File: src/rtl/key_pkg.sv
// Shared keypad constants: row/column key map, active-low hex glyphs and
// the hex digit / display-select types used by key_history.
package key_pkg;

  typedef logic [3:0] hex_t;

  typedef enum logic {
    SEL_CURR = 1'b0,
    SEL_PREV = 1'b1
  } sel_t;

  // Indexed [row][col]; row0 is the top row, col0 the left column.
  localparam hex_t KEY_MAP [4][4] = '{
    '{4'h1, 4'h2, 4'h3, 4'hA},
    '{4'h4, 4'h5, 4'h6, 4'hB},
    '{4'h7, 4'h8, 4'h9, 4'hC},
    '{4'hE, 4'h0, 4'hF, 4'hD}
  };

  // {g,f,e,d,c,b,a}, active-low, indexed by hex value.
  localparam logic [6:0] GLYPH [16] = '{
    7'b1000000, 7'b1111001, 7'b0100100, 7'b0110000,
    7'b0011001, 7'b0010010, 7'b0000010, 7'b1111000,
    7'b0000000, 7'b0010000, 7'b0001000, 7'b0000011,
    7'b1000110, 7'b0100001, 7'b0000110, 7'b0001110
  };

endpackage

File: src/rtl/seg7_decode.sv
// Purely combinational hex to active-low seven-segment decoder.
module seg7_decode
  import key_pkg::*;
(
  input  hex_t       hex,
  output logic [6:0] seg
);

  always_comb begin
    seg = GLYPH[hex];
  end

endmodule

File: src/rtl/key_history.sv
// Decodes keypad strobes into a two-key history and time-multiplexes both
// digits onto a shared active-low seven-segment bus.
module key_history
  import key_pkg::*;
#(
  parameter int unsigned MUX_DIV = 20000
) (
  input  logic       clk,
  input  logic       reset,
  input  logic       newNum,
  input  logic [3:0] rows,
  input  logic [3:0] cols,
  output hex_t       curr,
  output hex_t       prev,
  output logic       dropped,
  output logic [6:0] seg,
  output logic [1:0] an
);

  localparam int unsigned CW = $clog2(MUX_DIV + 1);
  localparam logic [CW-1:0] CNT_LAST = CW'(MUX_DIV - 1);

  function automatic logic one_hot(input logic [3:0] v);
    return (v != '0) && ((v & (v - 4'd1)) == '0);
  endfunction

  function automatic logic [1:0] enc(input logic [3:0] v);
    logic [1:0] idx;
    idx = '0;
    for (int unsigned b = 0; b < 4; b++) begin
      if (v[b]) idx = 2'(b);
    end
    return idx;
  endfunction

  logic          valid;
  logic [CW-1:0] cnt;
  sel_t          sel;
  hex_t          digit;

  assign valid = one_hot(rows) && one_hot(cols);

  always_ff @(posedge clk or negedge reset) begin
    if (!reset) begin
      curr    <= '0;
      prev    <= '0;
      dropped <= 1'b0;
    end else begin
      dropped <= newNum && !valid;
      if (newNum && valid) begin
        prev <= curr;
        curr <= KEY_MAP[enc(rows)][enc(cols)];
      end
    end
  end

  always_ff @(posedge clk or negedge reset) begin
    if (!reset) begin
      cnt <= '0;
      sel <= SEL_CURR;
    end else if (cnt == CNT_LAST) begin
      cnt <= '0;
      sel <= (sel == SEL_CURR) ? SEL_PREV : SEL_CURR;
    end else begin
      cnt <= cnt + 1'b1;
    end
  end

  always_comb begin
    digit = curr;
    an    = 2'b10;
    if (sel == SEL_PREV) begin
      digit = prev;
      an    = 2'b01;
    end
  end

  seg7_decode u_dec (
    .hex (digit),
    .seg (seg)
  );

endmodule

File: config.mk
export PLATFORM = sky130hd
export DESIGN_NAME = key_history
export DESIGN_NICKNAME = d
export VERILOG_FILES = /design/src/rtl/key_pkg.sv /design/src/rtl/seg7_decode.sv /design/src/rtl/key_history.sv
export SDC_FILE = /design/constraint.sdc
export NUM_CORES = 1
export LEC_CHECK = 0
export CAP_MARGIN = 10
export CELL_PAD_IN_SITES_DETAIL_PLACEMENT = 0
export CELL_PAD_IN_SITES_GLOBAL_PLACEMENT = 2
export CORE_UTILIZATION = 33
export CTS_CLUSTER_SIZE = 16
export DETAILED_ROUTE_END_ITERATION = 8
export GPL_TIMING_DRIVEN = 0
export PLACE_DENSITY_LB_ADDON = 0.25
export SLEW_MARGIN = 20
export SYNTH_ARGS = -nofsm -noshare
export SYNTH_HDL_FRONTEND = slang
export SYNTH_HIERARCHICAL = 1
export SYNTH_SLANG_ARGS = --single-unit
File: constraint.sdc
create_clock -name clk -period 2.16 [get_ports clk]
set_input_delay 0.432 -clock clk [delete_from_list [all_inputs] [get_ports clk]]
set_output_delay 0.432 -clock clk [all_outputs]
set_load 0.02 [all_outputs]
Yosys cells after proc, flatten, opt, wreduce, memory -nomap -nowiden --
Memories as Yosys holds them, arrays and structs flattened. Index checks and enable logic that the tools add are counted.
Storage, ports and cells: bits in registers 25, ROM bits 112, bits of input ports 11, output and inout bits 18, memories kept 1
Memories:
- (no name shown) | words 16, width 7, read ports 1, clocked after memory_dff 0, wr ports 0, line seg7_decode.sv:10 | seg = GLYPH[hex];
Cells by class: add/sub/neg operators 3, magnitude comparators 3, equality and inequality tests 1, multiplexer cells 20, bitwise gates (word level) 5, reduce and logical (&&, ||, !) cells 10
Operators by type and width (number):
- 16-bit binary-select mux with 2-bit select | 1
- 16-bit 2-to-1 mux | 2
- 15-bit by 1-bit adder with 15-bit output (second input constant) | 1
- 15-bit == test (second input constant) | 1
- 15-bit 2-to-1 mux | 1
- 2-bit 2-to-1 mux | 7
- 7-bit 2-to-1 mux | 2
- 4-bit 2-to-1 mux | 3
- 4-bit bitwise AND | 2
- 4-bit binary-select mux with 2-bit select | 1
- 4-bit zero test | 2
- 4-bit nonzero test | 2
- 4-bit by 1-bit subtractor with 4-bit output (second input constant) | 2
- 3-bit >= comparator (second input constant) | 2
- 2-bit NOT with 3-bit output | 2
- 5-bit >= comparator (second input constant) | 1
- 1-bit logical AND | 5
- 4-bit NOT with 5-bit output | 1
- 1-bit 2-to-1 mux | 3
- 1-bit zero test | 1

Longest topological paths before layout --
depth after elaboration 14, depth in mapped cells 6, gate-level depth less buffers 6

Modules after synthesis --
Netlist, hierarchy kept.
By module, submodules not included:
- key_history | times used 1, cells each 121, area each 1310.0 um^2
- seg7_decode | times used 1, cells each 33, area each 269.0 um^2

Worst setup path after synthesis --
No wires, ideal clock.
kind reg2out, start point reg sel, end point out seg[3], data arrival time 1.637 ns, slack 0.091 ns, stages on the path, launching flop included 6, path buffers 0, path through dfrtp_1 mux2_2 inv_1 ha_1 inv_1 mux4_2
Between the ends: longest elaborated chain between the ends 5
Ends and longest elaborated chain:
- start: declaration | line key_history.sv:38 | sel_t sel;
- start signal: assignment | line key_history.sv:63 | sel <= (sel == SEL_CURR) ? SEL_PREV : SEL_CURR;
- 4-bit 2-to-1 mux | line key_history.sv:72 | if (sel == SEL_PREV) begin
- via digit[0] | line key_history.sv:39 | hex_t digit;
- 4-bit NOT with 5-bit output (not written as such) | line seg7_decode.sv:10
- memory read 16 x 7 bit
- 7-bit 2-to-1 mux (not written as such) (2 in series) | line seg7_decode.sv:10
- end: declaration | line key_history.sv:16 | output logic [6:0] seg,
The timed path passes the listed nets, and every way through them passes these cells. The select of a mux whose other input is x is not followed.

Worst setup path after layout --
Same ends and word-level chain as after synthesis.

==> results.py <==
metrics = {
    "yosys": {
        "number_of_enable_flip_flop_cells_after_synthesis": 0,
        "ys_async_sr_fraction": 1.00,
        "netlist_area_pre_place_um2": 1580,
        "synth_mux_area_frac": 0.138,
        "synth_largest_area_cell": "sky130_fd_sc_hd__dfrtp_1",
        "synthAdderAreaFrac": 0.0634,
        "synth_ff_type": "sky130_fd_sc_hd__dfrtp_1",
        "synth-warning-count": 6,
        "synth_instances": 154,
        "post_synth_xor_area_fraction": 0.0666,
        "synth_nets": 173,
        "yosys_register_bits": 25,
        "yosys.area_share.simple": 0.188,
        "ys_top_cells_by_count": "sky130_fd_sc_hd__dfrtp_1 (25), sky130_fd_sc_hd__nor2_1 (15), sky130_fd_sc_hd__ha_1 (8), sky130_fd_sc_hd__inv_1 (8), sky130_fd_sc_hd__mux2_1 (8)",
        "synth_top_cells_by_area": "sky130_fd_sc_hd__dfrtp_1 (40%), sky130_fd_sc_hd__ha_1 (6.3%), sky130_fd_sc_hd__mux2_1 (5.7%)",
        "synth.yosys.seq_area_share": 0.396,
        "dominant_combinational_cell_family_by_area_after_synthesis": "simple AND/OR/NAND/NOR gates",
        "postSynthAreaPerCell_um2": 10.3,
        "synthDistinctLibCells": 45,
        "most_used_standard_cell_by_instance_count_after_synthesis": "sky130_fd_sc_hd__dfrtp_1",
        "yosys.area.top_type_share": 0.396,
        "synth_compound_area_frac": 0.107,
    },
    "finish": {
        "layout-area-overhead-vs-synth_pct": 29.0,
        "ant_cells": 0,
        "finalInstanceArea_um2": 2040,
        "drive_gt1_frac": 0.216,
        "stdcell_count": 242,
        "layout_net_count": 210,
    },
    "floorplanning": {
        "die_width_um": 71.2,
        "number_of_standard_cell_rows_in_the_floorplan": 24,
        "die_height_um": 71.2,
        "placeableCoreArea_um2": 4470,
        "initial_utilization": 0.353,
        "top_level_ports": 29,
        "die_area_um2": 5070,
    },
    "global_route": {
        "grt_use_total": 0.147,
        "grt_pass1_wl_mm": 5.97,
        "global_route.overflow_total": 0,
        "number_of_global_route_vias_before_repair": 1300,
        "maximum_number_of_pins_on_one_net_before_global_route_repair": 26,
        "grt_antenna_before_repair": 0,
    },
    "timing": {
        "worst_pin_slew_ns": 0.536,
        "fmaxAchievable_ghz": 0.419,
        "report.final.setup_viol": 7,
        "report.final.hold_viol_count": 0,
        "report.final.slew_viol_count": 0,
        "finalCritPeriodShare": 1.10,
        "finalClockSkew_ns": 0.00424,
        "hold-worst-slack_ns": 0.135,
        "min_period_ns": 2.39,
        "grt_setup_unrepaired": "yes",
        "max-slew-margin-rel": 0.640,
        "final.setup.worst_slack_ns": -0.225,
    },
    "place": {
        "dp_cells": 231,
        "finalWeightedCongestion": 0.732,
        "post_dp_cell_area_um2": 1890,
        "dp_worst_setup_slack_ns": -0.507,
        "place_hpwl_mm": 2.34,
        "port_buffers": 25,
    },
    "routing": {
        "detail_route.wirelength_mm": 3.22,
        "detailroute.via_count": 1274,
        "routed_via_density": 5.26,
        "post_drt_wl_per_cell_um": 13.3,
        "route.detailed.drc": 6,
        "route.antenna.remaining_nets": 0,
        "first_iter_violations": 41,
        "drt_pre_antenna_iters": 6,
    },
    "clock_tree": {
        "cts_inserted_buffers": 3,
        "clkLatencyLatePin_ns": 0.26,
        "clockBufferDepth": 2,
        "htree_levels": 1,
        "cts_tree": "built",
        "clock_sinks": 25,
        "cts-root-buf": "sky130_fd_sc_hd__clkbuf_8",
        "cts.hold.buffers_added": 0,
        "worst_setup_hold_path_clk_slew_ns": 0.08,
    },
    "critical_path": {
        "setup.worst_path.class": "flop to output pin",
        "cp_arrival_ns": 1.95,
        "timing.rr.end": "cnt[11]",
        "regToRegStartpoint": "cnt[0]",
        "path_max_fanout": 6,
        "crit_path_start_kind": "flop",
        "worstPathRequired_ns": 1.73,
        "rr_worst_depth": 5,
        "r2r_setup_slack_ns": 0.23,
        "timing.critical_path.to_type": "output pin",
    },
    "power": {
        "power_density_nw_per_um2": 914,
        "power_leakage_nw": 0.896,
        "ir_worst_vdd_v": 0.000372,
    },
    "outcome": {
        "violations": "DRC, setup timing",
        "status": "finished, violations left",
    },
    "min_path": {
        "worst_hold_path_type": "input port to asynchronous set/reset pin",
    },
    "job": {
        "max_cap_check_violation_count": 0,
    },
}
where the power goes:
| part | internal [mW] | switching, mW | total (mW) | leakage (nW) |
|---|---|---|---|---|
| clock network | 0.132 | 0.142 | 0.274 | 0.0228 |
| registers | 0.524 | 0.0497 | 0.574 | 0.320 |
| logic | 0.509 | 0.505 | 1.01 | 0.554 |
| total | 1.17 | 0.697 | 1.86 | 0.896 |
cell families (layout without fill, tap and decap cells):
logic type,after synthesis,count (layout)
AND/OR/NAND/NOR,52,52
flip-flops,25,25
AO/OA/AOI/OAI,24,24
multiplexers,19,19
buffers and inverters,14,50
XOR/XNOR,12,12
adder cells (fa/ha/maj),8,8
registers in the layout (all words and copies together), names as in the netlist:
| signal | count |
|---|---|
| cnt | 15 |
| curr | 4 |
| sel | 1 |
| dropped | 1 |
| prev | 4 |
metal layers:
layer | global-route usage | vias to the layer above | routed length (µm)
li1 | - | 629 | -
met1 | 0.185 | 613 | 1450
met2 | 0.252 | 26 | 1590
met3 | 0.0356 | 6 | 142
met4 | 0.0356 | 0 | 39
met5 | 0 | - | 0
area by class of cell:
cell class	count	area (µm²)
Buffer	6	40.0
Timing Repair Buffer	32	292
Fill cell	439	2440
Clock buffer	4	45.0
Sequential cell	25	627
Multi-Input combinational cell	115	933
Inverter	8	35.0
Tap cell	52	65.1
how the worst max path moves through the flow:
stage / startpoint / end / slack (ns)
after floorplan: sel / seg[3] / 0.09
after global placement: sel / seg[3] / -0.47
after detailed placement: sel / seg[3] / -0.51
after CTS: sel / seg[3] / -0.22
after global routing: sel / seg[3] / -0.29
final: sel / seg[3] / -0.23
cells in the final DEF, fill, tap and decap left out, types with 3 or more instances in the layout:
cell type	instances
sky130_fd_sc_hd__mux2_1	8
sky130_fd_sc_hd__mux2i_1	6
sky130_fd_sc_hd__nor2_1	13
sky130_fd_sc_hd__buf_6	3
sky130_fd_sc_hd__ha_1	5
sky130_fd_sc_hd__xnor2_1	7
sky130_fd_sc_hd__nand3_1	5
sky130_fd_sc_hd__clkdlybuf4s50_1	17
sky130_fd_sc_hd__or4_1	3
sky130_fd_sc_hd__nor2_2	3
sky130_fd_sc_hd__nand2b_1	3
sky130_fd_sc_hd__clkbuf_1	3
sky130_fd_sc_hd__o211ai_1	3
sky130_fd_sc_hd__mux2_4	3
sky130_fd_sc_hd__dfrtp_1	24
sky130_fd_sc_hd__o21ai_1	3
sky130_fd_sc_hd__inv_1	5
sky130_fd_sc_hd__nand2_1	7
sky130_fd_sc_hd__nand4_1	4
sky130_fd_sc_hd__nor4_1	3
sky130_fd_sc_hd__a22oi_1	3
sky130_fd_sc_hd__clkbuf_8	3
sky130_fd_sc_hd__buf_4	12
sky130_fd_sc_hd__xor2_1	5
through the flow:
step                total power [mW]   util  TNS (ns)
floorplan                       1.11      -         0
global placement                1.45  0.423     -2.81
detailed placement              1.47  0.423     -3.29
CTS                             1.85  0.452    -0.755
global route                    1.99  0.455     -1.37
finish                          1.86  0.455    -0.771
what timing repair did:
action / 4_1_cts / 5_1_grt
endpoints found under the setup margin: 7 / 7
pin swaps: 2 / 2
buffers inserted: 7 / 1
gates resized for setup: 51 / 5
critical path, stage by stage (launching register included):
cell and delay, ns:
sky130_fd_sc_hd__dfrtp_2 0.45, sky130_fd_sc_hd__mux2_4 0.36, sky130_fd_sc_hd__inv_4 0.10, sky130_fd_sc_hd__ha_4 0.13, sky130_fd_sc_hd__inv_2 0.03, sky130_fd_sc_hd__mux4_2 0.46
sky130_fd_sc_hd__buf_6 0.15
(Power assumes the default switching activity.)
